$ cat config.mk
export PLATFORM = sky130hd
export DESIGN_NAME = router_ingress_ctrl
export DESIGN_NICKNAME = d
export VERILOG_FILES = /design/src/rtl/router_ingress_ctrl.sv
export SDC_FILE = /design/constraint.sdc
export NUM_CORES = 1
export LEC_CHECK = 0
export ABC_CLOCK_PERIOD_IN_PS = 2300
export BUFFER_PORTS_ARGS = -buffer_cell sky130_fd_sc_hd__buf_2
export CAP_MARGIN = 20
export CORE_ASPECT_RATIO = 0.8
export CORE_UTILIZATION = 23
export DETAILED_ROUTE_END_ITERATION = 12
export PLACE_DENSITY = 0.46
export SLEW_MARGIN = 40
export SYNTH_ARGS = -nofsm -noshare
export SYNTH_HDL_FRONTEND = slang
export SYNTH_SLANG_ARGS = --single-unit
$ cat constraint.sdc
create_clock -name clk -period 2.3 [get_ports clk]
set_input_delay 0.345 -clock clk [delete_from_list [all_inputs] [get_ports clk]]
set_output_delay 0.345 -clock clk [all_outputs]
set_load 0.005 [all_outputs]
$ cat src/rtl/router_ingress_ctrl.sv
`default_nettype none
// router_ingress_ctrl: 1x3 router ingress FSM: header decode, one-byte holding register, FIFO write control, length/parity check.
// Optional saturating packet statistics (pkt_ok_cnt/pkt_err_cnt/pkt_drop_cnt) are built when ROUTER_PKT_STATS_EN is defined.
module router_ingress_ctrl #(
    parameter int STAT_W = 16
) (
    input  logic       clk,
    input  logic       rst,
    input  logic       pkt_valid,
    input  logic [7:0] data_in,
    input  logic [2:0] fifo_full,
    input  logic [2:0] fifo_empty,
    input  logic [2:0] soft_reset,
    output logic       busy,
    output logic [7:0] dout,
    output logic [2:0] we,
    output logic       lfd_state,
    output logic       err,
    output logic       parity_done
`ifdef ROUTER_PKT_STATS_EN
    ,
    output logic [STAT_W-1:0] pkt_ok_cnt,
    output logic [STAT_W-1:0] pkt_err_cnt,
    output logic [STAT_W-1:0] pkt_drop_cnt
`endif
);

    typedef enum logic [2:0] {
        IDLE       = 3'd0,
        WAIT_EMPTY = 3'd1,
        LFD        = 3'd2,
        DATA       = 3'd3,
        PARITY     = 3'd4,
        CHECK      = 3'd5,
        DROP       = 3'd6
    } state_t;

    state_t     state;
    state_t     state_nxt;

    logic [1:0] addr_r;
    logic [7:0] hold;
    logic       hold_vld;
    logic [5:0] rem_cnt;
    logic [7:0] par_acc;
    logic [7:0] par_rx;
    logic       over_len;

    logic       sel_full;
    logic       sel_empty;
    logic       sel_srst;
    logic       hdr_empty;
    logic       wr;
    logic       accept;
    logic       abort;
    logic       hdr_take;
    logic       hdr_bad;
    logic       check_err;

    // Flags of the FIFO owned by the current packet, and of the one named by an incoming header.
    always_comb begin
        sel_full  = 1'b0;
        sel_empty = 1'b0;
        sel_srst  = 1'b0;
        case (addr_r)
            2'd0: begin sel_full = fifo_full[0]; sel_empty = fifo_empty[0]; sel_srst = soft_reset[0]; end
            2'd1: begin sel_full = fifo_full[1]; sel_empty = fifo_empty[1]; sel_srst = soft_reset[1]; end
            2'd2: begin sel_full = fifo_full[2]; sel_empty = fifo_empty[2]; sel_srst = soft_reset[2]; end
            default: ;
        endcase
        hdr_empty = 1'b0;
        case (data_in[1:0])
            2'd0:    hdr_empty = fifo_empty[0];
            2'd1:    hdr_empty = fifo_empty[1];
            2'd2:    hdr_empty = fifo_empty[2];
            default: hdr_empty = 1'b0;
        endcase
    end

    assign wr        = hold_vld & ~sel_full & ((state == DATA) | (state == PARITY));
    assign accept    = (state == DATA) & ~(hold_vld & sel_full);
    assign abort     = sel_srst & (state != IDLE) & (state != DROP);
    assign hdr_bad   = (state == IDLE) & pkt_valid & (data_in[1:0] == 2'd3);
    assign hdr_take  = (state == IDLE) & pkt_valid & (data_in[1:0] != 2'd3);
    assign check_err = (par_acc != par_rx) | (rem_cnt != 6'd0) | over_len;
    assign dout      = hold;

    always_comb begin
        we = 3'b000;
        if (wr) begin
            case (addr_r)
                2'd0:    we = 3'b001;
                2'd1:    we = 3'b010;
                2'd2:    we = 3'b100;
                default: we = 3'b000;
            endcase
        end
    end

    always_ff @(posedge clk) begin
        if (rst) begin
            state <= IDLE;
        end else begin
            state <= state_nxt;
        end
    end

    always_comb begin
        state_nxt   = state;
        busy        = 1'b0;
        lfd_state   = 1'b0;
        parity_done = 1'b0;
        case (state)
            IDLE: begin
                if (pkt_valid) begin
                    if (data_in[1:0] == 2'd3) begin
                        state_nxt = DROP;
                    end else if (hdr_empty) begin
                        state_nxt = LFD;
                    end else begin
                        state_nxt = WAIT_EMPTY;
                    end
                end
            end
            WAIT_EMPTY: begin
                busy = 1'b1;
                if (sel_empty) begin
                    state_nxt = LFD;
                end
            end
            LFD: begin
                busy      = 1'b1;
                lfd_state = 1'b1;
                state_nxt = DATA;
            end
            DATA: begin
                busy = hold_vld & sel_full;
                if (accept && !pkt_valid) begin
                    state_nxt = PARITY;
                end
            end
            PARITY: begin
                busy = 1'b1;
                if (wr) begin
                    state_nxt = CHECK;
                end
            end
            CHECK: begin
                busy        = 1'b1;
                parity_done = ~abort;
                state_nxt   = IDLE;
            end
            DROP: begin
                if (!pkt_valid) begin
                    state_nxt = IDLE;
                end
            end
            default: state_nxt = IDLE;
        endcase
        if (abort) begin
            state_nxt = pkt_valid ? DROP : IDLE;
        end
    end

    always_ff @(posedge clk) begin
        if (rst) begin
            addr_r   <= 2'd0;
            hold     <= 8'd0;
            hold_vld <= 1'b0;
            rem_cnt  <= 6'd0;
            par_acc  <= 8'd0;
            par_rx   <= 8'd0;
            over_len <= 1'b0;
            err      <= 1'b0;
        end else begin
            if (hdr_take) begin
                addr_r   <= data_in[1:0];
                hold     <= data_in;
                rem_cnt  <= data_in[7:2];
                par_acc  <= data_in;
                over_len <= 1'b0;
                err      <= 1'b0;
            end
            if (abort) begin
                hold_vld <= 1'b0;
            end else begin
                case (state)
                    LFD: hold_vld <= 1'b1;
                    DATA: begin
                        if (accept) begin
                            hold     <= data_in;
                            hold_vld <= 1'b1;
                            if (pkt_valid) begin
                                par_acc <= par_acc ^ data_in;
                                // Extra payload beyond len is remembered so it still flags err.
                                if (rem_cnt == 6'd0) begin
                                    over_len <= 1'b1;
                                end else begin
                                    rem_cnt <= rem_cnt - 6'd1;
                                end
                            end else begin
                                par_rx <= data_in;
                            end
                        end else if (wr) begin
                            hold_vld <= 1'b0;
                        end
                    end
                    PARITY: begin
                        if (wr) begin
                            hold_vld <= 1'b0;
                        end
                    end
                    CHECK:   err <= check_err;
                    default: ;
                endcase
            end
        end
    end

`ifdef ROUTER_PKT_STATS_EN
    localparam logic [STAT_W-1:0] STAT_ONE = {{(STAT_W-1){1'b0}}, 1'b1};

    logic stat_drop;
    logic stat_chk;

    assign stat_drop = hdr_bad | (abort & pkt_valid);
    assign stat_chk  = (state == CHECK) & ~abort;

    always_ff @(posedge clk) begin
        if (rst) begin
            pkt_ok_cnt   <= '0;
            pkt_err_cnt  <= '0;
            pkt_drop_cnt <= '0;
        end else begin
            if (stat_chk && !check_err && (pkt_ok_cnt != '1)) begin
                pkt_ok_cnt <= pkt_ok_cnt + STAT_ONE;
            end
            if (stat_chk && check_err && (pkt_err_cnt != '1)) begin
                pkt_err_cnt <= pkt_err_cnt + STAT_ONE;
            end
            if (stat_drop && (pkt_drop_cnt != '1)) begin
                pkt_drop_cnt <= pkt_drop_cnt + STAT_ONE;
            end
        end
    end
`endif

endmodule
`default_nettype wire

==> impl_metrics.yaml <==
outcome:
  status: "completed"
floorplanning:
  rows: 30
  die_width_um: 108
  io_pins: 35
  die_y_um: 87.0
  core_area_mm2: 0.00863
  start_util_pct: 24.1
  die-area_mm2: 0.00943
routing:
  post_drt_wl_per_cell_um: 14.0
  detail-route-antenna-nets: 0
  dr.pass1.iters: 5
  drc_errors: 0
  vias: 1907
  routed_via_density: 4.71
  drt_iter0_drc: 101
  wl_um: 5680
yosys:
  ys_warn_count: 0
  ys_seq_elements: 38
  syn_area_mm2: 0.00208
  synth_flop_cell: "dfxtp_1"
  ys_seq_area_share_pct: 36.6
  yosysTopAreaCell: "dfxtp_1"
  async_reset_ff_share_pct: 0
  avgSynthCellArea_um2: 8.12
  synth_top_area_share_pct: 36.6
  synth_edf_count: 0
  synth_cell_types: 46
  synth_area_leaders: "dfxtp_1, mux2i_1, a21oi_1"
  syn-num-nets: 278
  syn_inst: 256
power:
  p_int_w: 0.00180
  clkPwrFrac_pct: 28.2
  p_seq_share_pct: 31.8
  leakage_nw: 1.04
  p_per_area_mw_per_mm2: 1090
  swShare_pct: 36.2
  power_frac_comb_pct: 39.9
  switchingPower_w: 0.00102
  vdd_ir_drop_max_mv: 0.316
final_layout:
  seqCellArea_um2: 761
  design_area_mm2: 0.00259
  diodes: 0
  nNetsFinal: 314
  multi_input_area_mm2: 0.00119
  fillers: 941
  drive_above_1_share_pct: 20.8
  area_growth_pct: 24.6
cts:
  cts.sinks: 38
  cts_tree: "done"
  clk_latency_ns: 0.28
  root_buffer: "clkbuf_16"
  ctsHtreeMaxLevel: 2
  clk_transition_reported_paths_ns: 0.06
  cts_max_path_buffers: 2
  numCtsBuffers: 5
worst_setup_path:
  arrival_ns: 1.87
  worstPathCellList: "mux2_4, a221o_1, a21o_1, nor3b_1, buf_2"
  cp_num_buf_inv: 1
  crit_path_end_kind: "output pin"
  cp_slowest_stage_delay_ns: 0.38
  cp_max_fo: 3
  critPathRequiredTime_ns: 1.96
  path_delay_family: "compound AO/OA/AOI/OAI gates"
  worstSetupPathType: "flip-flop to output pin"
  startpoint_type: "flip-flop"
  slowest_stage: "a221o_1"
global_route:
  antenna_found_initial: 0
  first_global_vias: 1810
  track_usage_pct: 12.8
  grt_overflow_total: 0
  grt_max_degree: 39
  grt_pass1_wl_um: 9200
sta:
  post-route-min-period_ns: 2.21
  maxSlewHeadroom_pct: 50.9
  slew_violations: 0
  clock_skew_ns: 0.00286
  setup_viol: 0
  fin_crit_sh_pct: 96.3
  worst_pin_slew_ns: 0.736
  fmaxAchievable_ghz: 0.451
  finalSetupTns_ns: 0
  rsz0062_at_grt: "no"
  hold_viol_final: 0
place:
  routabilityCongestion: 0.850
  io_buffers: 34
  place_area_mm2: 0.00242
  dpl.hpwl_um: 4020
run:
  maxCapViolCount: 0
hold_path:
  hp-class: "input pin to flip-flop"
==> worst reg2reg max path, stage by stage, from the launching register on <==
cell	delay, ns
dfxtp_1	0.35
buf_4	0.19
mux2_4	0.33
a22oi_4	0.20
o211ai_1	0.20
buf_12	0.20
or3_1	0.31
a31oi_1	0.17
==> synth_stat cells, types with 2 or more instances <==
| library cell | n |
|---|---|
| mux2i_1 | 15 |
| a221o_1 | 2 |
| xnor2_1 | 7 |
| a211oi_1 | 5 |
| buf_4 | 2 |
| nor2_1 | 26 |
| inv_1 | 14 |
| o31ai_1 | 2 |
| nand2b_1 | 2 |
| clkbuf_1 | 9 |
| nand4_1 | 3 |
| o21ai_1 | 2 |
| nor3_1 | 13 |
| nor2b_1 | 5 |
| nand3b_1 | 2 |
| o211ai_1 | 9 |
| a21oi_1 | 23 |
| o21ai_0 | 12 |
| nand3_1 | 6 |
| xor2_1 | 2 |
| nand2_1 | 22 |
| buf_2 | 4 |
| a31oi_1 | 5 |
| ha_1 | 2 |
| dfxtp_1 | 38 |
| a21o_1 | 3 |
| or3_1 | 2 |
==> layout by cell type (no fill, tap or decap), types with 5 or more instances in the layout <==
cell type / n
nor2b_1: 5
a31oi_1: 5
a21oi_1: 23
o211ai_1: 9
o21ai_0: 12
xnor2_1: 7
nor3_1: 13
dfxtp_1: 38
inv_1: 14
a211oi_1: 5
buf_2: 34
nor2_1: 26
clkbuf_16: 5
buf_4: 9
nand2_1: 22
mux2i_1: 15
nand3_1: 6
==> cell type report <==
type	instances	area share, %
repair buffers	45	10.7
inverters	14	2.03
multi-input cells	188	45.9
clock inverters	3	1.74
flip-flops and latches	38	29.4
well taps	112	5.41
clock buffers	5	4.83
==> metal layers <==
layer	vias to the layer above	track usage, %	wire [um]
met2	49	18.6	2430
met3	2	3.44	305
met5	-	0	0
met4	0	2.83	27
li1	980	-	-
met1	876	18.6	2920
==> power by group through the flow <==
stage	sequential, W	clock [W]	combinational (W)
after floorplan	0.000872	0	0.000799
after global placement	0.000910	0	0.00112
after detailed placement	0.000909	0	0.00113
after CTS	0.000894	0.000816	0.00113
after global routing	0.000915	0.000849	0.00126
final	0.000898	0.000797	0.00113
==> flip-flops by register name, summed over array words and instances, names as in the netlist <==
register / count
rem_cnt: 6
par_acc: 8
dout: 8
addr_r: 2
hold_vld: 1
par_rx: 8
err: 1
over_len: 1
state: 3
==> path summary, 6_finish.rpt <==
check,start,end,slack [ns],cells past startpoint
min,data_in[5],par_acc[5]$_SDFF_PP0_,0.34,3
min reg2reg,err$_SDFF_PP0_,err$_SDFF_PP0_,0.48,2
max,addr_r[0]$_SDFFE_PP0P_,we[1],0.09,5
max reg2reg,addr_r[0]$_SDFFE_PP0P_,par_acc[0]$_SDFF_PP0_,0.27,7
==> cell families (layout without fill, tap and decap cells) <==
group	Yosys count	in the layout	synth area share, %
compound gates	71	71	22.9
buf+inv	30	67	6.38
mux	17	17	8.48
xor+xnor	9	9	3.79
fa+ha+maj	2	2	1.20
flops	38	38	36.6
simple gates	89	89	20.6
==> metrics by stage <==
| step | power (W) | cells | hold WS, ns | util, % | setup slack [ns] |
|---|---|---|---|---|---|
| 6_report | 0.00282 | 405 | 0.339 | 30.0 | 0.0851 |
| 5_1_grt | 0.00302 | 405 | 0.346 | 30.0 | 0.0130 |
| 4_1_cts | 0.00284 | 405 | 0.333 | 30.0 | 0.0357 |
| 3_5_place_dp | 0.00204 | 397 | 0.479 | 28.0 | 0.292 |
| 3_3_place_gp | 0.00203 | 397 | 0.465 | 28.0 | 0.333 |
| 2_1_floorplan | 0.00167 | 256 | 0.455 | - | 0.490 |
==> repair_timing <==
action | in CTS | in global routing
setup buffers | 0 | 0
hold buffers | 0 | 0
setup endpoints to repair | 0 | 3
resized for setup | 0 | 1
Note: power is estimated with default switching activity, not from simulation.
